<file path="src/rtl/pid_loop_sched.sv">
// pid_loop_sched: tick-driven cascaded PD sequencer sharing one 16x16 signed multiplier.
// Ports: clk, rst_n (async, active-low), en (tick enable), kp/kd/zhongzhi (angle loop),
// posi_kp/posi_kd/positon_target/posi_Sensor (position loop), Sensor (angle),
// Motor (saturated command), motor_valid (update pulse), busy (FSM not idle), sat (last update clipped).
// Macro CASCADE_POS_EN enables the outer position loop; undefined gives an angle-only controller.
module pid_loop_sched #(
  parameter int DIV       = 1000,
  parameter int POS_RATIO = 5,
  parameter int SHIFT     = 0,
  parameter int MOTOR_MAX = 7200
) (
  input  logic               clk,
  input  logic               rst_n,
  input  logic               en,
  input  logic signed [15:0] kp,
  input  logic signed [15:0] kd,
  input  logic signed [15:0] zhongzhi,
  input  logic signed [15:0] posi_kp,
  input  logic signed [15:0] posi_kd,
  input  logic signed [15:0] positon_target,
  input  logic signed [15:0] posi_Sensor,
  input  logic signed [15:0] Sensor,
  output logic signed [15:0] Motor,
  output logic               motor_valid,
  output logic               busy,
  output logic               sat
);
  localparam logic [2:0] S_IDLE = 3'd0, S_LATCH = 3'd1, S_PP = 3'd2, S_PD = 3'd3,
                         S_AP = 3'd4, S_AD = 3'd5, S_OUT = 3'd6;
  localparam int CW = $clog2(DIV);
  localparam logic signed [33:0] L_MAX = 34'(MOTOR_MAX);
  localparam logic signed [33:0] L_MIN = -L_MAX;
  function automatic logic signed [15:0] sat16(input logic signed [33:0] x);
    return x > 34'sd32767 ? 16'h7fff : x < -34'sd32768 ? 16'h8000 : x[15:0];
  endfunction
  logic [2:0]         r_state;
  logic [CW-1:0]      r_cnt;
  logic signed [15:0] r_kp, r_kd, r_zz, r_sens, r_ang_err, r_ang_prev;
  logic signed [33:0] r_acc;
  logic               w_tick;
  logic signed [15:0] w_ang_err, w_ang_derr, w_ma, w_mb;
  logic signed [31:0] w_prod;
  logic signed [33:0] w_sum, w_out;
  assign busy       = r_state != S_IDLE;
  assign w_tick     = en && r_cnt == CW'(DIV - 1);
  assign w_ang_derr = sat16(34'(r_ang_err) - 34'(r_ang_prev));
  assign w_prod     = w_ma * w_mb;
  assign w_sum      = r_acc + 34'(w_prod);
  assign w_out      = r_acc >>> SHIFT;
`ifdef CASCADE_POS_EN
  localparam int PW = $clog2(POS_RATIO + 1);
  logic [PW-1:0]      r_pcnt;
  logic signed [15:0] r_pkp, r_pkd, r_pos_err, r_pos_derr, r_pos_prev, r_pos_out;
  logic signed [33:0] w_shr;
  assign w_shr     = w_sum >>> SHIFT;
  // 18-bit wide intermediate is covered by the 34-bit sat16 input
  assign w_ang_err = sat16(34'(r_zz) + 34'(r_pos_out) - 34'(r_sens));
  assign w_ma = r_state == S_PP ? r_pkp : r_state == S_PD ? r_pkd : r_state == S_AP ? r_kp : r_kd;
  assign w_mb = r_state == S_PP ? r_pos_err : r_state == S_PD ? r_pos_derr :
                r_state == S_AP ? w_ang_err : w_ang_derr;
`else
  logic w_unused;
  assign w_unused  = ^{posi_kp, posi_kd, positon_target, posi_Sensor, 1'(POS_RATIO)};
  assign w_ang_err = sat16(34'(r_zz) - 34'(r_sens));
  assign w_ma = r_state == S_AP ? r_kp : r_kd;
  assign w_mb = r_state == S_AP ? w_ang_err : w_ang_derr;
`endif
  always_ff @(posedge clk or negedge rst_n)
    if (!rst_n) begin
      r_state     <= S_IDLE;
      r_cnt       <= '0;
      r_kp        <= '0;
      r_kd        <= '0;
      r_zz        <= '0;
      r_sens      <= '0;
      r_ang_err   <= '0;
      r_ang_prev  <= '0;
      r_acc       <= '0;
      Motor       <= '0;
      motor_valid <= 1'b0;
      sat         <= 1'b0;
`ifdef CASCADE_POS_EN
      r_pcnt      <= '0;
      r_pkp       <= '0;
      r_pkd       <= '0;
      r_pos_err   <= '0;
      r_pos_derr  <= '0;
      r_pos_prev  <= '0;
      r_pos_out   <= '0;
`endif
    end else begin
      r_cnt       <= !en || r_cnt == CW'(DIV - 1) ? '0 : r_cnt + CW'(1);
      motor_valid <= 1'b0;
      case (r_state)
        S_IDLE: r_state <= w_tick ? S_LATCH : S_IDLE;
        S_LATCH: begin
          r_kp   <= kp;
          r_kd   <= kd;
          r_zz   <= zhongzhi;
          r_sens <= Sensor;
`ifdef CASCADE_POS_EN
          r_pkp     <= posi_kp;
          r_pkd     <= posi_kd;
          r_pos_err <= sat16(34'(positon_target) - 34'(posi_Sensor));
          // divider advances only on accepted ticks, so a dropped tick never skews it
          r_pcnt    <= r_pcnt == PW'(POS_RATIO - 1) ? '0 : r_pcnt + PW'(1);
          r_state   <= r_pcnt == '0 ? S_PP : S_AP;
`else
          r_state <= S_AP;
`endif
        end
`ifdef CASCADE_POS_EN
        S_PP: begin
          r_acc      <= 34'(w_prod);
          r_pos_derr <= sat16(34'(r_pos_err) - 34'(r_pos_prev));
          r_state    <= S_PD;
        end
        S_PD: begin
          r_acc      <= w_sum;
          r_pos_out  <= sat16(w_shr);
          r_pos_prev <= r_pos_err;
          r_state    <= S_AP;
        end
`endif
        S_AP: begin
          r_acc     <= 34'(w_prod);
          r_ang_err <= w_ang_err;
          r_state   <= S_AD;
        end
        S_AD: begin
          r_acc      <= w_sum;
          r_ang_prev <= r_ang_err;
          r_state    <= S_OUT;
        end
        S_OUT: begin
          Motor       <= w_out > L_MAX ? L_MAX[15:0] : w_out < L_MIN ? L_MIN[15:0] : w_out[15:0];
          sat         <= w_out > L_MAX || w_out < L_MIN;
          motor_valid <= 1'b1;
          r_state     <= S_IDLE;
        end
        default: r_state <= S_IDLE;
      endcase
    end
endmodule

</file>
<file path="config.mk">
export PLATFORM = sky130hd
export DESIGN_NAME = pid_loop_sched
export DESIGN_NICKNAME = d
export VERILOG_FILES = /design/src/rtl/pid_loop_sched.sv
export SDC_FILE = /design/constraint.sdc
export NUM_CORES = 1
export LEC_CHECK = 0
export CORE_MARGIN = 1
export CORE_UTILIZATION = 44
export DETAILED_ROUTE_END_ITERATION = 8
export GPL_TIMING_DRIVEN = 0
export PLACE_DENSITY_LB_ADDON = 0.08
export SYNTH_ARGS = -nofsm -noshare
export SYNTH_HDL_FRONTEND = slang
export SYNTH_SLANG_ARGS = --single-unit
</file>
<file path="constraint.sdc">
create_clock -name clk -period 23.7 [get_ports clk]
set_input_delay 4.74 -clock clk [delete_from_list [all_inputs] [get_ports clk]]
set_output_delay 4.74 -clock clk [all_outputs]
set_load 0.01 [all_outputs]
</file>
==> impl_metrics.py <==
metrics = {
    "synthesis": {
        "yosysSeqAreaShare_pct": 19.8,
        "synth-edff-count": 0,
        "ys_ff_latch": 161,
        "synthesis.area_um2": 20300,
        "async_flop_share_pct": 100,
        "synth.avg_cell_area_um2": 8.97,
        "synthDistinctLibCells": 91,
        "ys.flop_type": "dfrtp_1",
        "syn-num-nets": 2808,
        "ys_warn_count": 0,
        "postSynthCellCount": 2263,
    },
    "timing": {
        "relSlewSlack_pct": 13.0,
        "timing.final.crit_share_pct": 52.8,
        "finalSetupViolations": 0,
        "hold_viol": 0,
        "setup_tns_ns": 0,
        "worstMarginPinSlew_ns": 1.27,
        "min_period_ns": 12.51,
        "rsz0062_at_grt": "false",
        "clock_skew_ns": 0.0139,
        "drv_slew": 0,
        "fmax_mhz": 79.9,
        "setup_slack_ns": 11.19,
    },
    "clocking": {
        "cts_tree": "built",
        "cts_setup_buffers": 0,
        "clk_path_buf_depth": 2,
        "numCtsBuffers": 17,
        "clk_pin_slew_ns": 0.07,
        "cts_hold_buf": 0,
        "ctsRootBufferMaster": "clkbuf_16",
        "worstSkewPairLatency_ns": 0.49,
        "cts.sinks": 161,
        "htreeDepth": 4,
        "cts_resized": 0,
    },
    "hold_path": {
        "hold_start": "r_cnt[0]",
        "worstHoldPathType": "flip-flop to flip-flop",
    },
    "critical_path": {
        "setup.worst_path.class": "flip-flop to flip-flop",
        "arrival_ns": 12.89,
        "startpoint": "r_state[2]",
        "ff2ff_setup_slack_ns": 11.19,
        "slowest_delay_ns": 0.89,
        "r2r_start": "r_state[2]",
        "cp.buffers_inverters": 10,
        "cp_common_cell": "fa_1",
        "cp.required_ns": 24.07,
        "endpoint_kind": "flip-flop",
        "critPathSlowestCell": "buf_1",
        "cp-start-kind": "flip-flop",
        "path_max_fanout": 10,
        "critical_path.top_delay_family": "adder cells",
    },
    "outcome": {
        "status": "complete, no violations",
    },
    "global_routing": {
        "grt_pass1_vias": 16612,
        "grt_use_total_pct": 26.8,
        "overflow": 0,
        "antenna_found_initial": 0,
        "grt_max_degree": 108,
        "grt_pass1_wl_um": 94600,
    },
    "power": {
        "ir_drop_mv": 0.0442,
        "p_per_area_nw_per_um2": 26.3,
        "power.leakage_nw": 11.3,
    },
    "floorplanning": {
        "dieArea_um2": 47000,
        "initial_core_util_pct": 44.6,
        "coreArea_um2": 45500,
        "die_w_um": 217,
        "die_h_um": 217,
        "num_rows": 78,
        "io_pins": 150,
    },
    "placed_design": {
        "post-dp-hpwl_um": 48600,
        "place.gp.congestion": 0.919,
        "dp_worst_setup_slack_ns": 11.48,
        "port_buffers": 85,
        "post_dp_cell_area_um2": 22000,
        "post-place-cells": 2951,
    },
    "layout": {
        "nFillCells": 4421,
        "final_area_um2": 22600,
        "final_nets": 2915,
        "final_util_pct": 49.6,
        "area_growth_pct": 11.1,
        "layout_common_cells": "371 x inv_1, 277 x nand2_1, 265 x fa_1",
        "final_common_cell": "inv_1",
        "final_cell_count_no_fill": 2983,
        "drive_above_1_share_pct": 6.80,
    },
    "drt": {
        "vias": 16229,
        "viasPerCell": 5.44,
        "antenna_left": 0,
        "wl_um": 60000,
        "first_pass_iters": 5,
        "drcViolationCount": 0,
        "drt_iter0_markers": 1142,
        "wl_per_cell_um": 20.1,
    },
    "job": {
        "cap_viol_max_count": 0,
    },
}
## worst reg2reg max path, delay by kind of cell, from the launching register on
family          cells  cell delay [ns]
compound gates     11             2.70
simple gates       11             2.20
xor+xnor            1             0.31
buf+inv            10             2.97
fa+ha+maj           8             3.81
flops               1             0.44
## path summary, 6_finish.rpt
| check | end | cells past startpoint |
|---|---|---|
| worst min register to register | r_cnt[0] | 1 |
| worst min-delay path | r_cnt[0] | 1 |
| worst max-delay path | r_acc[33] | 41 |
| worst max register to register | r_acc[33] | 41 |
| max in group asynchronous | r_zz[2] | 2 |
| min in group asynchronous | motor_valid | 1 |
## per-stage QoR
stage / hold slack (ns) / total power, mW
floorplan: 0.425 / 0.282
global placement: 0.447 / 0.299
detailed placement: 0.455 / 0.300
CTS: 0.465 / 0.603
global route: 0.493 / 0.614
finish: 0.456 / 0.592
## layer usage
| layer | GRT usage (%) | share of wire (%) | routed length (µm) | vias to the layer above |
|---|---|---|---|---|
| met1 | 37.2 | 46 | 27900 | 8167 |
| li1 | - | - | - | 7594 |
| met4 | 10.2 | 3.3 | 2010 | 0 |
| met3 | 3.37 | 4.1 | 2470 | 87 |
| met2 | 42.8 | 46 | 27700 | 381 |
| met5 | 0 | 0 | 0 | - |
## cell families after synthesis
family | synth area share [%]
compound gates | 14.5
xor+xnor | 3.54
fa+ha+maj | 35.3
buf+inv | 8.56
flops | 19.8
mux | 3.85
simple gates | 14.4
## synthesized netlist by cell type, types with 29 or more instances
master    count  area, µm²
a21o_1       34        255
a21oi_1      99        495
clkbuf_1     41        154
dfrtp_1     161       4030
fa_1        265       5310
ha_1        149       1860
inv_1       371       1390
mux2_2       48        541
nand2_1     277       1040
nand3_1      29        145
nor2_1      184        691
o21ai_0     106        531
xnor2_1      54        473
## cell type report
cell class / count / area [µm²] / area share [%]
multi-input combinational: 1660 / 14500 / 64.4
sequential: 161 / 4030 / 17.9
inverter: 374 / 1400 / 6.22
timing repair buffer: 88 / 902 / 4.00
tap: 600 / 751 / 3.33
clock buffer: 19 / 453 / 2.01
buffer: 68 / 333 / 1.48
clock inverter: 12 / 148 / 0.654
antenna: 1 / 2.50 / 0.0111
## power breakdown
part           internal [mW]  leakage (nW)  switching, mW
logic                 0.0105          8.86        0.00823
registers              0.275          2.16       0.000274
clock network          0.163         0.295          0.136
total                  0.448          11.3          0.144
## sequential cells by signal (all words and copies together) (netlist names)
name,cells
r_kd,16
r_state,3
r_zz,16
motor_valid,1
r_ang_prev,16
Motor,16
r_acc,34
r_cnt,10
r_ang_err,16
r_kp,16
r_sens,16
sat,1
Note: power is estimated with default switching activity, not from simulation.
